## config.mk

```make
export PLATFORM = sky130hd
export DESIGN_NAME = led_sequencer_sm
export DESIGN_NICKNAME = d
export VERILOG_FILES = /design/src/rtl/led_seq_pkg.sv /design/src/rtl/led_dwell_timer.sv /design/src/rtl/led_sequencer_sm.sv
export SDC_FILE = /design/constraint.sdc
export NUM_CORES = 1
export LEC_CHECK = 0
export ABC_AREA = 1
export CELL_PAD_IN_SITES_DETAIL_PLACEMENT = 0
export CELL_PAD_IN_SITES_GLOBAL_PLACEMENT = 2
export CORE_MARGIN = 2
export CORE_UTILIZATION = 34
export CTS_CLUSTER_SIZE = 24
export DETAILED_ROUTE_END_ITERATION = 7
export MAX_ROUTING_LAYER = met4
export PLACE_DENSITY_LB_ADDON = 0.1
export SLEW_MARGIN = 20
export SYNTH_ARGS = -nofsm -noshare
export SYNTH_HDL_FRONTEND = slang
export SYNTH_SLANG_ARGS = --single-unit
```

## constraint.sdc

```tcl
create_clock -name CLK -period 2.7 [get_ports CLK]
set_input_delay 0.54 -clock CLK [delete_from_list [all_inputs] [get_ports CLK]]
set_output_delay 0.54 -clock CLK [all_outputs]
set_load 0.05 [all_outputs]
```

## src/rtl/led_seq_pkg.sv

```systemverilog
// led_seq_pkg: shared encodings for the LED sequencer.
package led_seq_pkg;
   typedef enum logic [1:0] {
      SEQ_IDLE = 2'b00,
      SEQ_RUN  = 2'b01,
      SEQ_DONE = 2'b10
   } seq_state_t;
   typedef enum logic [1:0] {
      WALK_UP   = 2'b00,
      WALK_DOWN = 2'b01,
      BOUNCE    = 2'b10,
      FILL      = 2'b11
   } mode_t;
   localparam logic [1:0] DEFAULT_TRIGGER = 2'b11;
endpackage

```

## src/rtl/led_dwell_timer.sv

```systemverilog
// led_dwell_timer: counts 0..DWELL_CYCLES-1 while enabled, ticks on the terminal count.
// tick_ahead flags that the following cycle will be a terminal count.
module led_dwell_timer #(
   parameter int DWELL_CYCLES = 50000000
) (
   input  logic CLK,
   input  logic RESET,
   input  logic clear,
   input  logic enable,
   output logic tick,
   output logic tick_ahead
);
   localparam int CNT_W = $clog2(DWELL_CYCLES + 1);
   localparam logic [CNT_W-1:0] LAST  = CNT_W'(DWELL_CYCLES - 1);
   localparam logic [CNT_W-1:0] AHEAD = CNT_W'(DWELL_CYCLES > 1 ? DWELL_CYCLES - 2 : 0);
   logic [CNT_W-1:0] cnt;
   assign tick       = enable && cnt == LAST;
   assign tick_ahead = DWELL_CYCLES == 1 || (enable && cnt == AHEAD);
   always_ff @(posedge CLK or posedge RESET)
      if (RESET)
         cnt <= '0;
      else if (clear || tick)
         cnt <= '0;
      else if (enable)
         cnt <= cnt + 1'b1;
endmodule

```

## src/rtl/led_sequencer_sm.sv

```systemverilog
// led_sequencer_sm: steps an LED pattern while slaved to the master state bus.
// Define LED_SEQ_ABORT_EN to abandon a run when the master leaves the trigger state.
module led_sequencer_sm
   import led_seq_pkg::*;
#(
   parameter int         NUM_LEDS      = 8,
   parameter int         DWELL_CYCLES  = 50000000,
   parameter logic [1:0] TRIGGER_STATE = DEFAULT_TRIGGER
) (
   input  logic                        CLK,
   input  logic                        RESET,
   input  logic [1:0]                  MASTER_STATE,
   input  logic [1:0]                  MODE,
   input  logic [3:0]                  REPEAT,
   output logic [NUM_LEDS-1:0]         LED_OUT,
   output logic [1:0]                  SEQ_STATE_OUT,
   output logic [$clog2(NUM_LEDS)-1:0] STEP_OUT,
   output logic                        PASS_DONE
);
   localparam int POS_W = $clog2(NUM_LEDS);
   localparam logic [POS_W-1:0]    TOP  = POS_W'(NUM_LEDS - 1);
   localparam logic [NUM_LEDS-1:0] ONE  = NUM_LEDS'(1);
   localparam logic [NUM_LEDS-1:0] ONES = {NUM_LEDS{1'b1}};
   seq_state_t state, nxt_state;
   mode_t mode_q, nxt_mode;
   logic [3:0] rep_q, nxt_rep, passes, nxt_pass;
   logic [POS_W-1:0] pos, nxt_pos, adv_pos;
   logic dn, nxt_dn, adv_dn, trig, tick, tick_ahead;
   function automatic logic [NUM_LEDS-1:0] pattern(mode_t m, logic [POS_W-1:0] p);
      return m == FILL ? ONES >> (NUM_LEDS - 1 - int'(p)) : ONE << p;
   endfunction
   // Bounce with two LEDs has no return leg, so its pass ends at the top.
   function automatic logic is_last(mode_t m, logic [POS_W-1:0] p, logic d);
      return m == WALK_DOWN ? p == '0 : ((m == BOUNCE && NUM_LEDS > 2) ? (d && p == POS_W'(1)) : p == TOP);
   endfunction
   function automatic logic [POS_W-1:0] start_pos(mode_t m);
      return m == WALK_DOWN ? TOP : '0;
   endfunction
   assign trig    = MASTER_STATE == TRIGGER_STATE;
   assign adv_pos = (mode_q == WALK_DOWN || (mode_q == BOUNCE && (dn || pos == TOP))) ? pos - 1'b1 : pos + 1'b1;
   assign adv_dn  = mode_q == BOUNCE && (dn || pos == TOP);
   led_dwell_timer #(.DWELL_CYCLES(DWELL_CYCLES)) u_timer (
      .CLK       (CLK),
      .RESET     (RESET),
      .clear     (state != SEQ_RUN),
      .enable    (state == SEQ_RUN),
      .tick      (tick),
      .tick_ahead(tick_ahead)
   );
   always_comb begin
      nxt_state = state;
      nxt_mode  = mode_q;
      nxt_rep   = rep_q;
      nxt_pass  = passes;
      nxt_pos   = pos;
      nxt_dn    = dn;
      case (state)
         SEQ_IDLE:
            if (trig) begin
               nxt_state = SEQ_RUN;
               nxt_mode  = mode_t'(MODE);
               nxt_rep   = REPEAT;
               nxt_pass  = '0;
               nxt_pos   = start_pos(mode_t'(MODE));
               nxt_dn    = 1'b0;
            end
         SEQ_RUN:
`ifdef LED_SEQ_ABORT_EN
            if (!trig) begin
               nxt_state = SEQ_IDLE;
               nxt_pos   = '0;
            end else
`endif
            if (tick) begin
               if (!is_last(mode_q, pos, dn)) begin
                  nxt_pos = adv_pos;
                  nxt_dn  = adv_dn;
               end else if (passes == rep_q) begin
                  nxt_state = SEQ_DONE;
                  nxt_pos   = '0;
               end else begin
                  nxt_pos  = start_pos(mode_q);
                  nxt_dn   = 1'b0;
                  nxt_pass = passes + 1'b1;
               end
            end
         SEQ_DONE:
            if (!trig) nxt_state = SEQ_IDLE;
         default: begin
            nxt_state = SEQ_IDLE;
            nxt_pos   = '0;
         end
      endcase
   end
   // Outputs are computed from next-state values so they line up with the state they describe.
   always_ff @(posedge CLK or posedge RESET)
      if (RESET) begin
         state     <= SEQ_IDLE;
         mode_q    <= WALK_UP;
         rep_q     <= '0;
         passes    <= '0;
         pos       <= '0;
         dn        <= 1'b0;
         LED_OUT   <= '0;
         PASS_DONE <= 1'b0;
      end else begin
         state     <= nxt_state;
         mode_q    <= nxt_mode;
         rep_q     <= nxt_rep;
         passes    <= nxt_pass;
         pos       <= nxt_pos;
         dn        <= nxt_dn;
         LED_OUT   <= nxt_state == SEQ_RUN ? pattern(nxt_mode, nxt_pos) : '0;
         PASS_DONE <= nxt_state == SEQ_RUN && is_last(nxt_mode, nxt_pos, nxt_dn) && tick_ahead;
      end
   assign SEQ_STATE_OUT = state;
   assign STEP_OUT      = pos;
endmodule

```

==> impl_metrics.ini <==
[critical_path]
r2r-start = STEP_OUT[0]$_DFF_PP0_
critPathKind = flop to flop
slowest_stage = dfrtp_1
r2r_setup_slack_ns = 0.35
cp.buffers_inverters = 1
worstPathRequired_ns = 2.90
cp_cell_sequence = ha_1 > ha_1 > o21ai_0 > nand2_1 > xnor2_1 > nand2_1 > inv_1 > nor2_2 > nor2_4 > a21oi_1 > nor2_1
start_kind = flop
crit_arrival_ns = 2.55
crit_fanout = 7
end_kind = flop
critPathMaxStageDelay_ns = 0.45
cp.depth = 11
ff2ff_path_depth = 11
critical-path-top-delay-family = compound AO/OA/AOI/OAI gates
r2r-end = LED_OUT[4]$_DFF_PP0_

[synth]
synth_area_leaders = dfrtp_1, nand2_1, nor2_1, inv_1, ha_1
synth_fp_nets = 425
ys_seq_area_share_pct = 42.5
avgSynthCellArea_sq_um = 7.38
synth_cell_type_count = 38
netlist.area_leader.share_pct = 42.5
yosys_warnings = 0
synthFlopType = dfrtp_1
ys_ff_latch = 51
synthTopCellsByCount = nand2_1, nor2_1, inv_1
yosysMostFrequentCell = nand2_1
syn_area_sq_um = 3000
async_reset_ff_share_pct = 100
synth_top_area_cell = dfrtp_1
synth_edf_count = 0
syn_inst = 407

[placed_design]
io_buffers = 23
gp_congestion = 0.822
placed_cells = 539
place_area_sq_um = 3380
dp.final_hpwl_mm = 5.82

[timing]
worst_pin_slew_ns = 0.500
hold_viol_final = 0
setup_viol_count_final = 0
finClkSkew_ns = 0.0130
finalCriticalPeriod_ns = 2.35
max_freq_mhz = 426
maxSlewHeadroom_pct = 66.6
final.setup.tns_ns = 0
fin_crit_sh_pct = 87.0
drv_slew = 0
grt_setup_unrepaired = false

[die]
fp.dieH_microns = 98.0
start_util_pct = 34.8
die-area_sq_um = 9600
ioPinCount = 24
core-area_sq_um = 8640
rows = 34
fp.dieW_microns = 98.0

[hold_path]
min_path_cells = 1
hold_path_class = flop to flop
hold_path_end = u_timer.cnt[0]$_DFFE_PP0P_
min_from = u_timer.cnt[0]$_DFFE_PP0P_

[cts]
post_cts_buffers = 0
hold_buffers = 0
clkTransAtPathRegs_ns = 0.11
cts_tree = built
cts_max_path_buffers = 2
clock_sinks = 51
root_buffer = clkbuf_8
cts_buffers = 5
htree_levels = 2
cts-resized-gates = 0
clkLatencyLatePin_ns = 0.32

[drt]
drc = 0
first_pass_iters = 4
routed_via_density = 4.75
wirelength_mm = 7.37
drt_iter0_drc = 132
ant_nets = 0
vias = 2599
wire_per_inst_microns = 13.5

[global_routing]
grt_pass1_wl_mm = 13.1
grt_pass1_vias = 2664
antenna_found_initial = 0
track_usage_pct = 17.0
gr-total-overflow = 0
grt_max_degree = 20

[layout]
num-fill-cells = 916
syn2layout_area_growth_pct = 15.8
num_antenna_cells = 0
layout-drive-gt1-share_pct = 10.0
stdcell_count = 547
final_area_sq_um = 3480
nets = 456

[pwr]
vdd_drop_max_uv = 467
power.density_nw_per_um2 = 702
p_leak_nw = 1.62

[run]
drv_cap = 0

[run_status]
status = finished clean
[routing by layer]
metal / vias to the layer above / GRT usage (%) / wire length, microns
met5: - / - / 0
met4: 0 / 4.27 / 116
met3: 10 / 2.29 / 192
met2: 36 / 24.9 / 3040
met1: 1198 / 25.0 / 4020
li1: 1355 / - / -
[flip-flops by register name (all words and copies together) (netlist names)]
name	cells
u_timer.cnt	26
LED_OUT	8
passes	4
rep_q	4
STEP_OUT	3
SEQ_STATE_OUT	2
mode_q	2
PASS_DONE	1
dn	1
[cells in the final DEF, fill, tap and decap left out, types with 8 or more instances in the layout]
cell	synthesis	routed
nand2_1	104	104
nor2_1	60	60
inv_1	54	53
dfrtp_1	51	51
clkdlybuf4s50_1	0	23
nand3_1	18	18
o21ai_0	18	18
a21oi_1	17	17
nor3_1	17	17
nand4_1	8	8
ha_1	8	8
[kinds of logic after synthesis]
logic type	share of synthesized area, %
AOI/OAI and AO/OA	8.05
adders and majority gates	3.33
DFF	42.5
xor gates and xnor gates	0.584
buffers and inverters	8.09
and+or+nand+nor	37.4
[worst max-delay path by stage]
stage	from	endpoint	slack [ns]
final	STEP_OUT[0]$_DFF_PP0_	LED_OUT[4]$_DFF_PP0_	0.35
after global routing	STEP_OUT[0]$_DFF_PP0_	PASS_DONE$_DFF_PP0_	0.19
after CTS	STEP_OUT[0]$_DFF_PP0_	PASS_DONE$_DFF_PP0_	0.37
after detailed placement	MASTER_STATE[0]	LED_OUT[1]$_DFF_PP0_	0.21
after global placement	MASTER_STATE[0]	LED_OUT[4]$_DFF_PP0_	0.27
after floorplan	STEP_OUT[0]$_DFF_PP0_	LED_OUT[1]$_DFF_PP0_	0.51
[per-stage QoR]
stage / hold slack, ns / total power, mW / util (%) / setup slack [ns]
6_report: 0.482 / 2.44 / 40.2 / 0.350
5_1_grt: 0.543 / 2.64 / 40.2 / 0.186
4_1_cts: 0.488 / 2.49 / 40.2 / 0.374
3_5_place_dp: 0.470 / 1.99 / 39.1 / 0.208
3_3_place_gp: 0.478 / 1.99 / 39.1 / 0.266
2_1_floorplan: 0.454 / 1.72 / - / 0.515
[power breakdown]
| part | internal [mW] | leakage (nW) | total, mW | switching (mW) |
|---|---|---|---|---|
| clock | 0.191 | 0.0463 | 0.481 | 0.290 |
| combinational | 0.330 | 0.897 | 0.952 | 0.622 |
| sequential | 0.901 | 0.677 | 1.01 | 0.107 |
| total | 1.42 | 1.62 | 2.44 | 1.02 |
[cell type report]
type | count | area (sq um) | area share, %
flip-flops and latches | 51 | 1280 | 36.7
multi-input cells | 294 | 1480 | 42.7
inverters | 58 | 218 | 6.26
clock inverters | 3 | 27.5 | 0.792
repair buffers | 28 | 268 | 7.70
well taps | 108 | 135 | 3.89
clock buffers | 5 | 68.8 | 1.98
Power figures use the tool's default switching activity.
